`config.mk`:
```
export PLATFORM = sky130hd
export DESIGN_NAME = fifo_sync_param
export DESIGN_NICKNAME = d
export VERILOG_FILES = /design/src/rtl/fifo_pkg.sv /design/src/rtl/fifo_ram.sv /design/src/rtl/fifo_sync_param.sv
export SDC_FILE = /design/constraint.sdc
export NUM_CORES = 1
export LEC_CHECK = 0
export ABC_AREA = 1
export CAP_MARGIN = 20
export CORE_AREA = 2 2 82 84
export CTS_BUF_LIST = sky130_fd_sc_hd__clkbuf_8
export DETAILED_ROUTE_END_ITERATION = 10
export DIE_AREA = 0 0 84 86
export MAX_ROUTING_LAYER = met4
export PLACE_DENSITY = 0.8
export SLEW_MARGIN = 25
export SYNTH_ARGS = -nofsm -noshare
export SYNTH_HDL_FRONTEND = slang
export SYNTH_SLANG_ARGS = --single-unit
```
`constraint.sdc`:
```
create_clock -name clk -period 2.6 [get_ports clk]
set_input_delay 0.39 -clock clk [delete_from_list [all_inputs] [get_ports clk]]
set_output_delay 0.39 -clock clk [all_outputs]
set_load 0.03 [all_outputs]
```
`src/rtl/fifo_pkg.sv`:
```
// fifo_pkg: shared constants and helpers for the parametrised synchronous FIFO.
//   cnt_w()     - width of the occupancy counter (one more bit than the pointers,
//                 so a completely full FIFO is representable).
//   FWFT_OFF/ON - output mode encoding for the FWFT parameter.
//   params_ok() - elaboration-time sanity check of depth, thresholds and mode.
package fifo_pkg;

    localparam int FWFT_OFF = 0;
    localparam int FWFT_ON  = 1;

    function automatic int cnt_w(input int depth_log2);
        return depth_log2 + 1;
    endfunction

    function automatic bit params_ok(input int depth_log2,
                                     input int af_thresh,
                                     input int ae_thresh,
                                     input int fwft);
        int depth;
        depth = 1 << depth_log2;
        return (depth_log2 >= 1) && (depth_log2 <= 10) &&
               (af_thresh >= 1) && (af_thresh <= depth) &&
               (ae_thresh >= 0) && (ae_thresh < depth) &&
               ((fwft == FWFT_OFF) || (fwft == FWFT_ON));
    endfunction

endpackage

```
`src/rtl/fifo_ram.sv`:
```
// fifo_ram: 2**DEPTH_LOG2 x WIDTH storage for the FIFO.
// Ports:
//   clk     - clock
//   we_i    - write enable (synchronous write on rising edge)
//   waddr_i - write address
//   wdata_i - write data
//   raddr_i - read address (asynchronous read)
//   rdata_o - read data, combinational from raddr_i
// Contents are never reset.
module fifo_ram #(
    parameter int DEPTH_LOG2 = 3,
    parameter int WIDTH      = 8
) (
    input  logic                  clk,
    input  logic                  we_i,
    input  logic [DEPTH_LOG2-1:0] waddr_i,
    input  logic [WIDTH-1:0]      wdata_i,
    input  logic [DEPTH_LOG2-1:0] raddr_i,
    output logic [WIDTH-1:0]      rdata_o
);

    localparam int DEPTH = 1 << DEPTH_LOG2;

    logic [WIDTH-1:0] mem_q [DEPTH];

    always_ff @(posedge clk) begin
        if (we_i) begin
            mem_q[waddr_i] <= wdata_i;
        end
    end

    assign rdata_o = mem_q[raddr_i];

endmodule

```
`src/rtl/fifo_sync_param.sv`:
```
// fifo_sync_param: single-clock FIFO with configurable width/depth, occupancy
// count, almost-full/almost-empty thresholds and sticky error flags.
// Ports:
//   clk, reset_n       - clock, synchronous active-low reset
//   data_i, wr_en      - write data and write request
//   rd_en              - read request (standard) / pop of the head (FWFT)
//   clr_err            - clears ovf_sticky/udf_sticky (a coinciding error wins)
//   data_o, valid_o    - read data and its qualifier
//   full, empty        - occupancy at limit / zero
//   almost_full/_empty - count >= AF_THRESH / count <= AE_THRESH
//   count              - current occupancy
//   overflow/underflow - one-cycle pulse for a dropped write / rejected read
//   ovf_sticky/udf_sticky - latched versions of the pulses
//
// Handshake: a request is taken on a rising edge when it is accepted.
// rd is accepted when rd_en=1 and the FIFO is not empty (pre-edge state);
// wr is accepted when wr_en=1 and the FIFO is not full, or when a read is
// accepted on the same edge. Rejected requests change nothing except the
// error pulse/sticky flags. Status outputs come only from registered state.
module fifo_sync_param
    import fifo_pkg::*;
#(
    parameter int DEPTH_LOG2 = 3,
    parameter int WIDTH      = 8,
    parameter int AF_THRESH  = 6,
    parameter int AE_THRESH  = 2,
    parameter int FWFT       = FWFT_OFF
) (
    input  logic                           clk,
    input  logic                           reset_n,
    input  logic [WIDTH-1:0]               data_i,
    input  logic                           wr_en,
    input  logic                           rd_en,
    input  logic                           clr_err,
    output logic [WIDTH-1:0]               data_o,
    output logic                           valid_o,
    output logic                           full,
    output logic                           empty,
    output logic                           almost_full,
    output logic                           almost_empty,
    output logic [cnt_w(DEPTH_LOG2)-1:0]   count,
    output logic                           overflow,
    output logic                           underflow,
    output logic                           ovf_sticky,
    output logic                           udf_sticky
);

    localparam int DEPTH = 1 << DEPTH_LOG2;
    localparam int CW    = cnt_w(DEPTH_LOG2);
    localparam int AW    = DEPTH_LOG2;

    if (!params_ok(DEPTH_LOG2, AF_THRESH, AE_THRESH, FWFT)) begin : g_bad_params
        $error("fifo_sync_param: illegal DEPTH_LOG2/threshold/FWFT combination");
    end

    logic [AW-1:0]    wr_ptr_q, wr_ptr_d;
    logic [AW-1:0]    rd_ptr_q, rd_ptr_d;
    logic [CW-1:0]    count_q, count_d;
    logic             ovf_q, ovf_d;
    logic             udf_q, udf_d;
    logic             ovf_st_q, ovf_st_d;
    logic             udf_st_q, udf_st_d;
    logic             rd_accept;
    logic             wr_accept;
    logic [WIDTH-1:0] ram_rdata;

    // Flags are decoded from the registered count only.
    assign full         = (count_q == CW'(DEPTH));
    assign empty        = (count_q == '0);
    assign almost_full  = (count_q >= CW'(AF_THRESH));
    assign almost_empty = (count_q <= CW'(AE_THRESH));

    // A read frees a slot on the same edge, so a full FIFO can take a write
    // alongside an accepted read.
    assign rd_accept = rd_en & ~empty;
    assign wr_accept = wr_en & (~full | rd_accept);

    always_comb begin
        wr_ptr_d = wr_ptr_q;
        rd_ptr_d = rd_ptr_q;
        count_d  = count_q;
        if (wr_accept) begin
            wr_ptr_d = wr_ptr_q + AW'(1);
        end
        if (rd_accept) begin
            rd_ptr_d = rd_ptr_q + AW'(1);
        end
        case ({wr_accept, rd_accept})
            2'b10:   count_d = count_q + CW'(1);
            2'b01:   count_d = count_q - CW'(1);
            default: count_d = count_q;
        endcase
        ovf_d    = wr_en & ~wr_accept;
        udf_d    = rd_en & ~rd_accept;
        // Set dominates clear when both happen on the same edge.
        ovf_st_d = (ovf_st_q & ~clr_err) | ovf_d;
        udf_st_d = (udf_st_q & ~clr_err) | udf_d;
    end

    always_ff @(posedge clk) begin
        if (!reset_n) begin
            wr_ptr_q <= '0;
            rd_ptr_q <= '0;
            count_q  <= '0;
            ovf_q    <= 1'b0;
            udf_q    <= 1'b0;
            ovf_st_q <= 1'b0;
            udf_st_q <= 1'b0;
        end else begin
            wr_ptr_q <= wr_ptr_d;
            rd_ptr_q <= rd_ptr_d;
            count_q  <= count_d;
            ovf_q    <= ovf_d;
            udf_q    <= udf_d;
            ovf_st_q <= ovf_st_d;
            udf_st_q <= udf_st_d;
        end
    end

    fifo_ram #(
        .DEPTH_LOG2 (DEPTH_LOG2),
        .WIDTH      (WIDTH)
    ) u_ram (
        .clk     (clk),
        .we_i    (wr_accept & reset_n),
        .waddr_i (wr_ptr_q),
        .wdata_i (data_i),
        .raddr_i (rd_ptr_q),
        .rdata_o (ram_rdata)
    );

    if (FWFT == FWFT_ON) begin : g_fwft
        // Head of the queue is always visible; a pop exposes the next entry.
        assign data_o  = ram_rdata;
        assign valid_o = ~empty;
    end else begin : g_std
        logic [WIDTH-1:0] data_q, data_d;
        logic             valid_q, valid_d;

        always_comb begin
            data_d  = data_q;
            valid_d = 1'b0;
            if (rd_accept) begin
                data_d  = ram_rdata;
                valid_d = 1'b1;
            end
        end

        always_ff @(posedge clk) begin
            if (!reset_n) begin
                data_q  <= '0;
                valid_q <= 1'b0;
            end else begin
                data_q  <= data_d;
                valid_q <= valid_d;
            end
        end

        assign data_o  = data_q;
        assign valid_o = valid_q;
    end

    assign count      = count_q;
    assign overflow   = ovf_q;
    assign underflow  = udf_q;
    assign ovf_sticky = ovf_st_q;
    assign udf_sticky = udf_st_q;

endmodule
```
==> qor.tcl <==
set qor(crit_path_end_kind) {output pin}
set qor(synth_sequential_area_ratio) 0.650
set qor(cts.reportedPaths.clkPinSlew_ps) 80
set qor(drt_first_pass_iters) 5
set qor(synth-edff-count) 64
set qor(crit_path_start_kind) {flip-flop}
set qor(synth.cells.most_frequent) {nand2_1 (104), edfxtp_1 (64), nand3_1 (40), nor2_1 (35), inv_1 (32)}
set qor(cp_num_buf_inv) 2
set qor(worst_slew_margin_rel) 0.633
set qor(detail_route.vias_per_cell) 5.30
set qor(cts-resized-gates) 0
set qor(worst_path_cell_with_the_longest_stage_delay) {clkdlybuf4s50_1}
set qor(timing.critical_path.max_delay_family) {buffers and inverters}
set qor(asyncSetResetFlopFracSynth) 0
set qor(outcome) {completed}
set qor(synth-warning-count) 0
set qor(syn-cell-area_sq_um) 3660
set qor(port-buffer-count) 33
set qor(final_hold_viol_count) 0
set qor(globalRouteTotalUtil) 0.219
set qor(fin_crit_ps) 2160
set qor(tightest_slew_ps) 549
set qor(flow.area_growth_from_synthesis_pct) 16.7
set qor(crit_path_cell_trace) {nor2_2, nand3_1, inv_1, clkdlybuf4s50_1}
set qor(routed_wire_length_per_instance_um) 15.1
set qor(clock_path_buffers) 2
set qor(worstSkewPairLatency_ps) 340
set qor(totalWireLength_mm) 7.35
set qor(drv.max_cap_violation_count) 0
set qor(final_min_period_over_clock_period) 0.831
set qor(design.core.area_sq_um) 6280
set qor(area_of_the_die_sq_um) 7220
set qor(design.portCount) 34
set qor(leakage_nw) 1.71
set qor(postRouteAntennaNets) 0
set qor(cts_tree) {yes}
set qor(worst_path_largest_cell_delay_ps) 670
set qor(synth_top_cell_area_share) 0.525
set qor(ys_types) 26
set qor(post_synth.cell_area_avg_sq_um) 10.0
set qor(hold-worst-slack_ps) 474
set qor(cts-htree-levels) 3
set qor(maxClockFrequency_ghz) 0.463
set qor(placementRows) 29
set qor(timing.hold.worst.class) {reg2reg}
set qor(dieHeight_um) 86
set qor(most_common_cell_in_the_synthesized_netlist) {nand2_1}
set qor(drive_gt1_frac) 0.0827
set qor(initialDrtViolationCount) 237
set qor(worst_case_clock_skew_ps) 6.20
set qor(clock-root-buffer) {clkbuf_8}
set qor(pwr_density_cell_nw_per_um2) 878
set qor(synthFlopType) {edfxtp_1}
set qor(register_bit_count_reported_by_yosys) 87
set qor(setup_tns_ps) 0
set qor(rsz0062_at_grt) {false}
set qor(initial_antenna_violation_count) 0
set qor(fin_nets) 426
set qor(syn-num-nets) 384
set qor(cts-buffers-inserted) 9
set qor(global_route_wire_length_before_repair_mm) 11.8
set qor(worst-path-max-fanout) 6
set qor(critical_path_required_ps) 2210
set qor(width_of_the_die_um) 84
set qor(grt_start_max_net_pins) 35
set qor(start_util) 0.584
set qor(drt_drc_violations_left) 0
set qor(drv_slew) 0
set qor(finalWeightedCongestion) 0.815
set qor(postSynthCellCount) 366
set qor(vias) 2588
set qor(crit_type) {reg2out}
set qor(first_global_vias) 2423
set qor(hold_buffers) 0
set qor(tritoncts_num_sinks) 87
set qor(dp_hpwl_mm) 4.84
set qor(dominant_cells_by_area_after_synthesis) {edfxtp_1 (52%), dfxtp_1 (13%), nand2_1 (11%)}
set qor(setup_viol) 0
set qor(postCtsSetupBuffers) 0
set qor(worstPathArrival_ps) 1770
set qor(overflow) 0
set qor(netlist.top_cell.by_area) {edfxtp_1}
set qor(antenna_diode_count) 0
set qor(maximum_ir_drop_on_the_vdd_rail_mv) 0.693
where the power goes:
part | internal [W] | switching, W
combinational | 0.000432 | 0.000770
sequential | 0.00159 | 0.0000936
clock | 0.000427 | 0.000442
metrics by stage:
step / cells / instance area (sq um) / util / power [W] / worst slack, ps
after floorplan: 366 / 3660 / - / 0.00255 / 642
after global placement: 474 / 4100 / 0.653 / 0.00288 / 342
after detailed placement: 474 / 4100 / 0.653 / 0.00291 / 272
after CTS: 488 / 4280 / 0.681 / 0.00377 / 426
after global routing: 488 / 4280 / 0.681 / 0.00398 / 324
final: 488 / 4280 / 0.681 / 0.00376 / 440
worst paths after layout:
path | from | end | slack (ps) | depth (start not counted)
setup reg to reg | count[3] | count[3] | 560 | 13
setup / recovery | count[1] | full | 440 | 4
hold / removal | data_o[6] | data_o[6] | 470 | 2
hold reg to reg | data_o[6] | data_o[6] | 470 | 2
metal layers:
layer  up-vias  share of wire  GRT usage
met4         0          0.019     0.0968
met3        14          0.052     0.0356
met2        86           0.49      0.349
met5         -              0          -
met1      1207           0.43      0.281
li1       1281              -          -
worst reg2reg max path: cells and delay by family, from the launching register on:
family / cells / cell delay (ps)
flip-flops: 1 / 380
AND/OR/NAND/NOR: 9 / 910
adder cells (fa/ha/maj): 1 / 310
AO/OA/AOI/OAI: 1 / 200
buffers and inverters: 2 / 150
state kept, by name, summed over array words and instances (netlist names):
| register | count |
|---|---|
| count | 4 |
| data_o | 8 |
| overflow | 1 |
| ovf_sticky | 1 |
| rd_ptr_q | 3 |
| u_ram.mem_q | 64 |
| udf_sticky | 1 |
| underflow | 1 |
| valid_o | 1 |
| wr_ptr_q | 3 |
final cells by class:
type | count | area [sq um]
clock buffers | 9 | 124
clock inverters | 5 | 51.3
fillers | 472 | 2000
inverters | 37 | 144
multi-input cells | 228 | 1060
flip-flops and latches | 87 | 2380
well taps | 77 | 96.3
repair buffers | 45 | 420
cell usage in the layout (no fill, tap or decap):
master / n
nand2_1: 104
edfxtp_1: 64
nand3_1: 40
nor2_1: 35
clkdlybuf4s50_1: 33
inv_1: 32
dfxtp_1: 23
a21oi_1: 16
buf_4: 12
o21ai_0: 11
clkbuf_8: 9
o21ai_1: 5
clkinv_1: 4
ha_1: 4
nor2_2: 2
nand2_4: 2
inv_2: 2
xor2_1: 2
nand2_2: 1
inv_6: 1
nand2_8: 1
nand4_1: 1
nor3_1: 1
nand3_2: 1
a31oi_1: 1
fa_1: 1
bufinv_16: 1
clkinv_2: 1
clkinv_4: 1
kinds of logic after synthesis:
family / share of synthesized area
XOR/XNOR: 0.00478
AND/OR/NAND/NOR: 0.220
buffers and inverters: 0.0608
flip-flops: 0.650
AO/OA/AOI/OAI: 0.0454
adder cells (fa/ha/maj): 0.0191
Note: power is estimated with default switching activity, not from simulation.
